[src/rtl/rgmii_rx_assembler.sv]
// rtl/rgmii_rx_assembler.sv - RGMII receive DDR samples to GMII byte stream, 10/100/1000M.
// Optional in-band link status decode when RGMII_RX_INBAND_STATUS_EN is defined.
module rgmii_rx_assembler #(
  parameter int ERR_CNT_WIDTH = 16
) (
  input  logic                     clk,
  input  logic                     rst_n,
  input  logic [4:0]               q1,
  input  logic [4:0]               q2,
  input  logic [1:0]               speed,
  output logic [7:0]               gmii_rxd,
  output logic                     gmii_rx_dv,
  output logic                     gmii_rx_er,
  output logic                     gmii_rx_valid,
  output logic [ERR_CNT_WIDTH-1:0] err_cnt,
  output logic                     link_up,
  output logic [1:0]               link_speed,
  output logic                     full_duplex
);

  typedef enum logic [1:0] {IDLE, LOW, HIGH, BYTE} state_t;

  state_t                   state_q;
  logic [1:0]               spd_q;
  logic [1:0]               spd_d;
  logic [3:0]               low_q;
  logic                     er_low_q;
  logic                     ferr_q;
  logic [ERR_CNT_WIDTH-1:0] err_cnt_q;
  logic [ERR_CNT_WIDTH-1:0] err_cnt_d;
  logic [7:0]               rxd_q;
  logic                     dv_q;
  logic                     er_q;
  logic                     valid_q;
  logic                     dv_in;
  logic                     er_in;
  logic                     gig;

  // Speed follows the pin only between frames; mid-frame the latched value rules.
  always_comb begin
    spd_d     = (state_q == IDLE) ? speed : spd_q;
    gig       = spd_d[1];
    dv_in     = q1[4];
    er_in     = q1[4] ^ q2[4];
    err_cnt_d = (&err_cnt_q) ? err_cnt_q : err_cnt_q + ERR_CNT_WIDTH'(1);
  end

  always_ff @(posedge clk or negedge rst_n) begin
    if (!rst_n) begin
      state_q   <= IDLE;
      spd_q     <= 2'b10;
      low_q     <= 4'h0;
      er_low_q  <= 1'b0;
      ferr_q    <= 1'b0;
      err_cnt_q <= '0;
      rxd_q     <= 8'h00;
      dv_q      <= 1'b0;
      er_q      <= 1'b0;
      valid_q   <= 1'b0;
    end else begin
      spd_q   <= spd_d;
      valid_q <= 1'b0;
      if (gig) begin
        rxd_q   <= {q2[3:0], q1[3:0]};
        dv_q    <= dv_in;
        er_q    <= er_in;
        valid_q <= 1'b1;
        if (dv_in) begin
          state_q <= BYTE;
          ferr_q  <= ((state_q == BYTE) & ferr_q) | er_in;
        end else begin
          state_q <= IDLE;
          ferr_q  <= 1'b0;
          if (state_q == BYTE && ferr_q) err_cnt_q <= err_cnt_d;
        end
      end else begin
        case (state_q)
          IDLE: begin
            if (dv_in) begin
              low_q    <= q1[3:0];
              er_low_q <= er_in;
              ferr_q   <= 1'b0;
              state_q  <= LOW;
            end
          end
          LOW: begin
            dv_q    <= 1'b1;
            valid_q <= 1'b1;
            if (dv_in) begin
              rxd_q   <= {q1[3:0], low_q};
              er_q    <= er_low_q | er_in;
              ferr_q  <= ferr_q | er_low_q | er_in;
              state_q <= HIGH;
            end else begin
              // Odd nibble count: flush the orphan nibble as an errored byte.
              rxd_q     <= {4'h0, low_q};
              er_q      <= 1'b1;
              ferr_q    <= 1'b0;
              err_cnt_q <= err_cnt_d;
              state_q   <= IDLE;
            end
          end
          HIGH: begin
            if (dv_in) begin
              low_q    <= q1[3:0];
              er_low_q <= er_in;
              state_q  <= LOW;
            end else begin
              if (ferr_q) err_cnt_q <= err_cnt_d;
              ferr_q  <= 1'b0;
              state_q <= IDLE;
            end
          end
          default: state_q <= IDLE;
        endcase
      end
    end
  end

  assign gmii_rxd      = rxd_q;
  assign gmii_rx_dv    = dv_q;
  assign gmii_rx_er    = er_q;
  assign gmii_rx_valid = valid_q;
  assign err_cnt       = err_cnt_q;

`ifdef RGMII_RX_INBAND_STATUS_EN
  logic [3:0] samp_q;
  logic       samp_vld_q;
  logic       link_q;
  logic [1:0] lspd_q;
  logic       dup_q;

  // A status value is accepted only after two identical back-to-back idle samples.
  always_ff @(posedge clk or negedge rst_n) begin
    if (!rst_n) begin
      samp_q     <= 4'h0;
      samp_vld_q <= 1'b0;
      link_q     <= 1'b0;
      lspd_q     <= 2'b00;
      dup_q      <= 1'b0;
    end else if (!dv_in && !er_in) begin
      samp_q     <= q1[3:0];
      samp_vld_q <= 1'b1;
      if (samp_vld_q && samp_q == q1[3:0]) begin
        link_q <= q1[0];
        lspd_q <= q1[2:1];
        dup_q  <= q1[3];
      end
    end else begin
      samp_vld_q <= 1'b0;
    end
  end

  assign link_up     = link_q;
  assign link_speed  = lspd_q;
  assign full_duplex = dup_q;
`else
  assign link_up     = 1'b1;
  assign link_speed  = spd_q;
  assign full_duplex = 1'b1;
`endif

endmodule
[config.mk]
export PLATFORM = sky130hd
export DESIGN_NAME = rgmii_rx_assembler
export DESIGN_NICKNAME = d
export VERILOG_FILES = /design/src/rtl/rgmii_rx_assembler.sv
export SDC_FILE = /design/constraint.sdc
export NUM_CORES = 1
export LEC_CHECK = 0
export BUFFER_PORTS_ARGS = -buffer_cell sky130_fd_sc_hd__buf_2
export CORE_UTILIZATION = 40
export CTS_BUF_LIST = sky130_fd_sc_hd__clkbuf_4 sky130_fd_sc_hd__clkbuf_8
export CTS_CLUSTER_SIZE = 10
export DETAILED_ROUTE_END_ITERATION = 8
export PLACE_DENSITY = 0.66
export SETUP_SLACK_MARGIN = 0.05
export SYNTH_ARGS = -nofsm -noshare
export SYNTH_HDL_FRONTEND = slang
export SYNTH_SLANG_ARGS = --single-unit
[constraint.sdc]
create_clock -name clk -period 2.7 [get_ports clk]
set_input_delay 0.54 -clock clk [delete_from_list [all_inputs] [get_ports clk]]
set_output_delay 0.54 -clock clk [all_outputs]
set_load 0.05 [all_outputs]
After elaboration in Yosys (flattened, before gate mapping)

Cells that the tools add are included.

Logic and storage cells: 70
Output and inout port bits: 31
Bits in latches: 0
Memory bits (writable): 0
Register bits: 37
Memories: 0
ROM bits: 0
Input port bits: 14

Magnitude comparators: 0
Div/mod/pow operators: 0
Shift-type cells: 0
Add/sub/neg operators: 1
Bitwise operators: 7
Muxes and demuxes: 31
Reductions and logical operators: 10
Equality and inequality tests: 10
$mul: 0

Operators by type and width:

| cell                                                                  | count |
|---|---|
| 16-bit 2-to-1 mux                                                     | 7 |
| 16-bit case mux with 2 select lines                                   | 1 |
| 8-bit 2-to-1 mux                                                      | 3 |
| 16-bit by 1-bit adder with 16-bit output, second input constant       | 1 |
| 16-bit AND reduction                                                  | 1 |
| 1-bit 2-to-1 mux                                                      | 13 |
| 2-bit 2-to-1 mux                                                      | 5 |
| 3-bit != test, second input constant                                  | 3 |
| 2-bit != test, second input constant                                  | 3 |
| 2-bit case mux with 3 select lines                                    | 1 |
| 3-bit AND reduction                                                   | 2 |
| 6-bit AND reduction                                                   | 1 |
| 2-bit equality test, second input constant                            | 2 |
| 1-bit bitwise OR                                                      | 4 |
| 4-bit nonzero test                                                    | 1 |
| 1-bit case mux with 3 select lines                                    | 1 |
| 3-bit nonzero test                                                    | 1 |
| 2-bit by 1-bit equality test with 1-bit output, second input constant | 1 |
| 2-bit logical NOT                                                     | 1 |
| 2-bit by 1-bit != test with 1-bit output, second input constant       | 1 |
| 2-bit nonzero test                                                    | 1 |
| 2-bit OR reduction                                                    | 1 |
| 1-bit bitwise AND                                                     | 1 |
| 1-bit logical AND                                                     | 1 |
| other kinds (2)                                                       | 2 |

Longest topological paths before layout

Gate-level depths: netlist of the first run.

Word-level depth: 6
Gate-level depth with buffers: 7
Depth with buffers taken out: 7

Worst setup path after synthesis of the first run

No wires, ideal clock.

Path type: reg2reg
From: reg state_q[0]
To: reg err_cnt_q[1], in the netlist err_cnt[1]
Required time: 2.575 ns
Stages on the path, launching flop included: 7
Slack: 0.465 ns
Arrival time: 2.110 ns
Period minus slack after synthesis: 2.235 ns
Buffers on the path: 0
Setup time: 0.125 ns
Cells stage by stage: dfrtp_1 inv_1 ha_1 mux2i_2 mux2_4 nor3_4 mux2_2

Longest elaborated chain between the ends: 4
Elaborated cells between the ends (all ways): 15
Those cells by class: eq/ne (8); mux (3); reduce/logical (4)

Ends and longest elaborated chain:

| what                                                            | line   | text |
|---|---|---|
| start, declared                                                 | 23     | `state_t state_q;` |
| start signal, assigned                                          | 50     | `state_q <= IDLE;` |
| start signal, assigned                                          | 69     | `state_q <= BYTE;` |
| start signal, assigned                                          | 72     | `state_q <= IDLE;` |
| 2-bit logical NOT / 2-bit equality test (equally long branches) | 41, 74 |  |
| 2-bit 2-to-1 mux / 1-bit logical AND (equally long branches)    | 41, 74 |  |
| 3-bit != test (no source line) (tied with other cells)          | --     |  |
| 6-bit AND reduction (no source line)                            | --     |  |
| end signal, assigned                                            | 74     | `if (state_q == BYTE && ferr_q) err_cnt_q <= err_cnt_d;` |
| end signal, assigned                                            | 99     | `err_cnt_q <= err_cnt_d;` |
| end signal, assigned                                            | 109    | `if (ferr_q) err_cnt_q <= err_cnt_d;` |
| end, declared                                                   | 29     | `logic [ERR_CNT_WIDTH-1:0] err_cnt_q;` |

Several ways; a longest one is shown, not always the timed one.
A chain may end at the register's enable or synchronous reset.

Worst setup path in the final report of the first run

From: reg state_q[0]
To: reg low_q[3]

Longest elaborated chain between the ends: 4
Elaborated cells between the ends (all ways): 6
Those cells by class: eq/ne (1); mux (1); bitwise (1); reduce/logical (3)

Ends and longest elaborated chain:

| what                                   | line   | text |
|---|---|---|
| 2-bit logical NOT                      | 41, 77 |  |
| 2-bit 2-to-1 mux                       | 41     | `spd_d = (state_q == IDLE) ? speed : spd_q;` |
| 1-bit inverter (no source line)        | --     |  |
| 3-bit AND reduction (no source line) * | --     |  |
| end signal, assigned                   | 80     | `low_q <= q1[3:0];` |
| end signal, assigned                   | 105    | `low_q <= q1[3:0];` |
| end, declared                          | 26     | `logic [3:0] low_q;` |

Mark *: on every way between the ends. The rest lies on a longest branch, timed or not.

==> results of run 1 <==
==> logic make-up after synthesis <==
| group | Yosys count |
|---|---|
| flip-flops | 37 |
| adder cells (fa/ha/maj) | 5 |
| XOR/XNOR | 11 |
| AO/OA/AOI/OAI | 27 |
| multiplexers | 18 |
| other | 1 |
| buffers and inverters | 13 |
| AND/OR/NAND/NOR | 61 |
==> layout make-up <==
cell class | count | share of cell area, %
clock buffers | 7 | 4.12
clock inverters | 1 | 1.37
multi-input cells | 124 | 37.9
flip-flops and latches | 37 | 42.4
well taps | 52 | 2.98
repair buffers | 44 | 10.3
inverters | 5 | 0.859
==> power groups by stage <==
stage,sequential (mW),clock (mW),combinational [mW]
after detailed placement,0.894,0,1.31
after floorplan,1.32,0,0.571
after global routing,0.913,0.536,1.41
after CTS,0.885,0.513,1.31
after global placement,0.895,0,1.29
final,0.881,0.501,1.30
==> layout by cell type (no fill, tap or decap), types with 2 or more instances in the layout <==
| cell | instances |
|---|---|
| a21oi_1 | 19 |
| and3_1 | 6 |
| buf_2 | 42 |
| buf_4 | 2 |
| clkbuf_8 | 6 |
| conb_1 | 2 |
| dfrtp_1 | 36 |
| ha_1 | 5 |
| inv_1 | 5 |
| mux2_2 | 10 |
| mux2i_1 | 6 |
| nand2_1 | 13 |
| nand2b_1 | 4 |
| nand3_1 | 9 |
| nand4_1 | 7 |
| nor2_1 | 15 |
| nor2b_1 | 2 |
| o21ai_0 | 4 |
| xnor2_1 | 9 |
| xor2_1 | 2 |
==> per-layer routing <==
metal  track usage (%)  vias up
met5                 0        -
met4              4.76        0
met3              4.94        5
met2              27.2       50
met1              21.6      657
li1                  -      689
==> worst reg2reg max path, cell delays in order, from the launching register on <==
cell and delay, ns:
dfrtp_1 0.41, inv_1 0.10, ha_1 0.26, mux2i_2 0.29, buf_4 0.31, a21oi_1 0.11, nor2b_1 0.43, mux2_2 0.39
==> per-stage QoR <==
stage               hold WS (ns)  cell area [um2]  total power [mW]  setup slack [ns]  std cells
floorplan                  0.244             1810              1.89             0.465        174
global placement           0.484             2060              2.18             0.430        262
detailed placement         0.492             2060              2.20             0.301        262
CTS                        0.376             2180              2.71             0.285        270
global route               0.423             2180              2.86             0.123        270
finish                     0.344             2180              2.69             0.300        270
==> final timing paths <==
kind | slack [ns] | from | end
min in group clk | 0.49 | speed[0] | link_speed[0]
hold / removal | 0.34 | rst_n | link_speed[0]
setup / recovery | 0.30 | state_q[0] | low_q[3]
setup reg to reg | 0.30 | state_q[0] | low_q[3]
hold reg to reg | 0.50 | err_cnt[6] | err_cnt[6]
max in group asynchronous | 1.85 | rst_n | gmii_rx_dv
==> sequential cells by signal (all words and copies together), names as in the netlist, 2 cells and up <==
register	count
state_q	2
low_q	4
link_speed	2
gmii_rxd	8
err_cnt	16
==> out/metrics.cfg, run 1 <==
[run_status]
outcome = completed

[grt]
antenna_found_initial = 0
grt_pass1_vias = 1359
grt_pass1_wl_mm = 6.34
grt_max_degree = 38
overflow = 0
grt_use_total_pct = 16.7

[timing]
final.setup_skew_ns = 0.00356
max_freq_mhz = 417
fin_setup_tns_ns = 0
hold_violations = 0
worstMarginPinSlew_ns = 0.805
fin_crit_sh_pct = 88.9
relSlewSlack_pct = 46.3
setup_viol = 0
rsz0062_at_grt = false
period_needed_ns = 2.40
maxSlewViolCount = 0

[yosys]
synthTopCellsByCount = dfrtp_1, a21oi_1, nor2_1
synth-main-ff-cell = dfrtp_1
synthArstFlopShare_pct = 100
synth_mux_area_share_pct = 11.1
ys_seq_area_share_pct = 51.3
yosysMostFrequentCell = dfrtp_1
synth-xor-area-share_pct = 5.33
syn_area_um2 = 1810
synth_top_area_share_pct = 49.8
yosys_warnings = 0
synthSimpleGateAreaFrac_pct = 17.4
synth-seq-cells = 37
synth_compound_area_share_pct = 8.03
synth_fa_ha_area_share_pct = 3.46
synth_cells = 173
synth_top_family_by_area = simple AND/OR/NAND/NOR gates
yosysTopAreaCell = dfrtp_1
synth_area_leaders = dfrtp_1, mux2_2, a21oi_1
synthDistinctLibCells = 32
synth_edf_count = 0
syn_area_per_cell_um2 = 10.5

[routing]
highest_layer = met4
wl_met2_mm = 1.80
met1_length_mm = 1.61
ant_nets = 0
vias_per_cell = 5.19
first_pass_iters = 4
wl_met3_um = 244
via_count = 1401
wl_per_cell_um = 13.7
wirelength_mm = 3.69
drtIter0Drc = 73
drcViolationCount = 0

[placed_design]
numPortBuffers = 42
place_congestion = 0.800
dp_hpwl_mm = 2.63

[critical_path]
path_max_fanout = 25
crit_buf_inv = 2
cp_slowest_cell = nor2b_1
endpoint_kind = flip-flop
crit_path_cell_trace = inv_1 -> ha_1 -> mux2i_2 -> buf_4 -> a21oi_1 -> nor2b_1 -> mux2_2
path_delay_family = multiplexers
cp-start-kind = flip-flop
ff2ff_path_depth = 7
worst-setup-path-type = reg2reg
crit_arrival_ns = 2.58
worstPathRequired_ns = 2.88
worst-path-stages = 7
worst_path_largest_cell_delay_ns = 0.43

[cts]
path_clk_slew_ns = 0.07
clkLatencyLatePin_ns = 0.29
postCtsResizedCells = 0
cts.htree.levels = 2
cts_tree = done
cts_sinks = 37
cts_root_buffer = clkbuf_8
holdBufCountCts = 0
cts.path.max_buffers = 2
numCtsBuffers = 5
cts_setup_buffers = 0

[finish]
antenna-diode-count = 0
area_growth_pct = 20.8
drive_gt1_share_pct = 30.3
multiInputGateArea_um2 = 828
final_util_pct = 50.2
layout.nets = 236
layout.area.seq_um2 = 927
fill_cells = 418

[flow_run]
maxCapViolCount = 0

[power_and_ir_drop]
p_int_mw = 1.46
p_seq_share_pct = 32.8
pwr-share-clk_pct = 18.6
switching_share_pct = 45.5
switching_power_mw = 1.22
p_per_area_nw_per_um2 = 1230
peakVddDrop_v = 0.000688
p_leak_nw = 1.03
pwr-share-comb_pct = 48.6

[worst_hold_path]
hold_class = in2async

[floorplanning]
fp.dieH_um = 69.2
start_util_pct = 41.5
core_um2 = 4350
row_count = 24
io_pins = 45
die_x_um = 69.2
die_area_um2 = 4790

No activity file was read; power rests on OpenSTA's default activity.
==> inputs of run 2 (changes only) <==
--- a/config.mk
+++ b/config.mk
@@ -6,11 +6,12 @@
 export NUM_CORES = 1
 export LEC_CHECK = 0
 export BUFFER_PORTS_ARGS = -buffer_cell sky130_fd_sc_hd__buf_2
-export CORE_UTILIZATION = 40
+export CORE_UTILIZATION = 38
 export CTS_BUF_LIST = sky130_fd_sc_hd__clkbuf_4 sky130_fd_sc_hd__clkbuf_8
 export CTS_CLUSTER_SIZE = 10
 export DETAILED_ROUTE_END_ITERATION = 8
-export PLACE_DENSITY = 0.66
+export PLACE_DENSITY = 0.63
+export REMOVE_ABC_BUFFERS = 1
 export SETUP_SLACK_MARGIN = 0.05
 export SYNTH_ARGS = -nofsm -noshare
 export SYNTH_HDL_FRONTEND = slang
==> run 2 against run 1 <==
Net effect: the run now ends with DRC left; sequential power grew 0.7%; clock power down 21%; wire length increased by 2.2%; worst hold slack got worse by 0.0030 ns; first-iteration DRC count grew 38%; fmax up 0.20%; sequential share of layout area grew 0.59 points; non-clock buffer count stayed put; setup slack better by 0.0049 ns; register-to-register slack barely moved; combinational power about the same; critical path type unchanged; critical endpoint is now low_q[2].
==> out/metrics.cfg, run 2 (synthesis gave the netlist of run 1 again) <==
[run_status]
outcome = finished, violations left
violations = DRC

[critical_path]
worst_path_largest_cell_delay_ns = 0.42
crit_buf_inv = 2
path_max_fanout = 25
cp-start-kind = flip-flop
reg2reg_to = low_q[2]
r2r_slack_ns = 0.30
worstPathRequired_ns = 2.88
cp_slowest_cell = dfrtp_1
reg2reg_from = state_q[0]
endpoint_kind = flip-flop
ff2ff_path_depth = 7
crit_arrival_ns = 2.57
worst-setup-path-type = reg2reg
crit_path_cell_trace = inv_1 -> ha_1 -> mux2i_2 -> buf_4 -> a21oi_1 -> nor2b_1 -> mux2_2
path_delay_family = multiplexers

[cts]
cts_setup_buffers = 0
holdBufCountCts = 0
path_clk_slew_ns = 0.07
cts.htree.levels = 2
cts_sinks = 37
numCtsBuffers = 5
cts_tree = done
postCtsResizedCells = 0
cts_root_buffer = clkbuf_8
clkLatencyLatePin_ns = 0.29
cts.path.max_buffers = 2

[timing]
maxSlewViolCount = 0
fin_crit_sh_pct = 88.7
final.setup_skew_ns = 0.00475
rsz0062_at_grt = false
setup_viol = 0
max_freq_mhz = 417
fin_setup_tns_ns = 0
relSlewSlack_pct = 45.9
worstMarginPinSlew_ns = 0.811
hold_violations = 0
period_needed_ns = 2.40

[routing]
first_pass_iters = 8
wl_per_cell_um = 14.0
wirelength_mm = 3.77
ant_nets = 0
via_count = 1408
vias_per_cell = 5.23
drtIter0Drc = 101
drcViolationCount = 3

[finish]
fin_area_um2 = 2150
fill_cells = 432
layout.nets = 236
antenna-diode-count = 0
largest_reg_flops = 16
area_growth_pct = 19.2
layout_commonest_cell = buf_2
drive_gt1_share_pct = 30.0
fin_cells = 269
layout_common_cells = buf_2, dfrtp_1, a21oi_1

[floorplanning]
fp.dieH_um = 71.0
io_pins = 45
die_area_um2 = 5040
start_util_pct = 40.4
row_count = 24
core_um2 = 4470
die_x_um = 71.0

[worst_hold_path]
hold_class = in2async

[power_and_ir_drop]
p_per_area_nw_per_um2 = 1200
peakVddDrop_v = 0.000582
p_leak_nw = 1.02

[flow_run]
maxCapViolCount = 0

[grt]
antenna_found_initial = 0
grt_pass1_vias = 1363
grt_pass1_wl_mm = 6.47
grt_use_total_pct = 16.7
overflow = 0
grt_max_degree = 38

[placed_design]
dp.cells = 262
numPortBuffers = 42
dp_hpwl_mm = 2.63
place_area_um2 = 2060
place_congestion = 0.706

## run 2: changes by cell type in the layout (fill, tap and decap cells not counted), sizes merged
cell / before / now
bufinv: 1 / 0
## run 2: area by class of cell
class	count	area, um2	share of cell area [%]
inverter	5	18.8	0.871
timing repair buffer	44	225	10.5
tap	52	65.1	3.02
multi-input combinational	124	828	38.4
clock buffer	7	90.1	4.18
sequential	37	927	43.0
## run 2: per-layer routing
metal	vias up	wire length [um]	global-route usage [%]
met4	0	42	6.00
met3	5	215	4.84
met5	-	0	0
li1	686	-	-
met2	49	1770	25.7
met1	668	1740	22.5
## run 2: worst max-delay path by stage
stage	from	end	slack (ns)	depth (start not counted)
3_5_place_dp	state_q[0]	low_q[0]	0.26	7
2_1_floorplan	state_q[0]	err_cnt[1]	0.04	6
3_3_place_gp	state_q[0]	low_q[2]	0.41	7
6_report	state_q[0]	low_q[2]	0.30	7
5_1_grt	state_q[0]	low_q[2]	0.14	7
4_1_cts	state_q[0]	low_q[0]	0.27	7
## run 2: per-stage QoR
step / total power [mW] / setup slack (ns) / hold slack [ns] / utilization, %
finish: 2.59 / 0.305 / 0.340 / 48.2
global route: 2.76 / 0.138 / 0.435 / 48.2
CTS: 2.62 / 0.275 / 0.378 / 48.2
detailed placement: 2.21 / 0.263 / 0.490 / 46.1
global placement: 2.18 / 0.411 / 0.488 / 46.1
floorplan: 1.88 / 0.0430 / 0.244 / -
## run 2: worst reg2reg max path: cells and delay by family (launching register included)
| family | cells | cell delay (ns) |
|---|---|---|
| muxes | 2 | 0.69 |
| DFF | 1 | 0.42 |
| buffers and inverters | 2 | 0.40 |
| and+or+nand+nor | 1 | 0.40 |
| adders and majority gates | 1 | 0.28 |
| AOI/OAI and AO/OA | 1 | 0.11 |
## run 2: power breakdown
| part | switching, mW | internal (mW) | total, mW |
|---|---|---|---|
| clock | 0.185 | 0.212 | 0.397 |
| combinational | 0.903 | 0.400 | 1.30 |
| sequential | 0.134 | 0.753 | 0.887 |
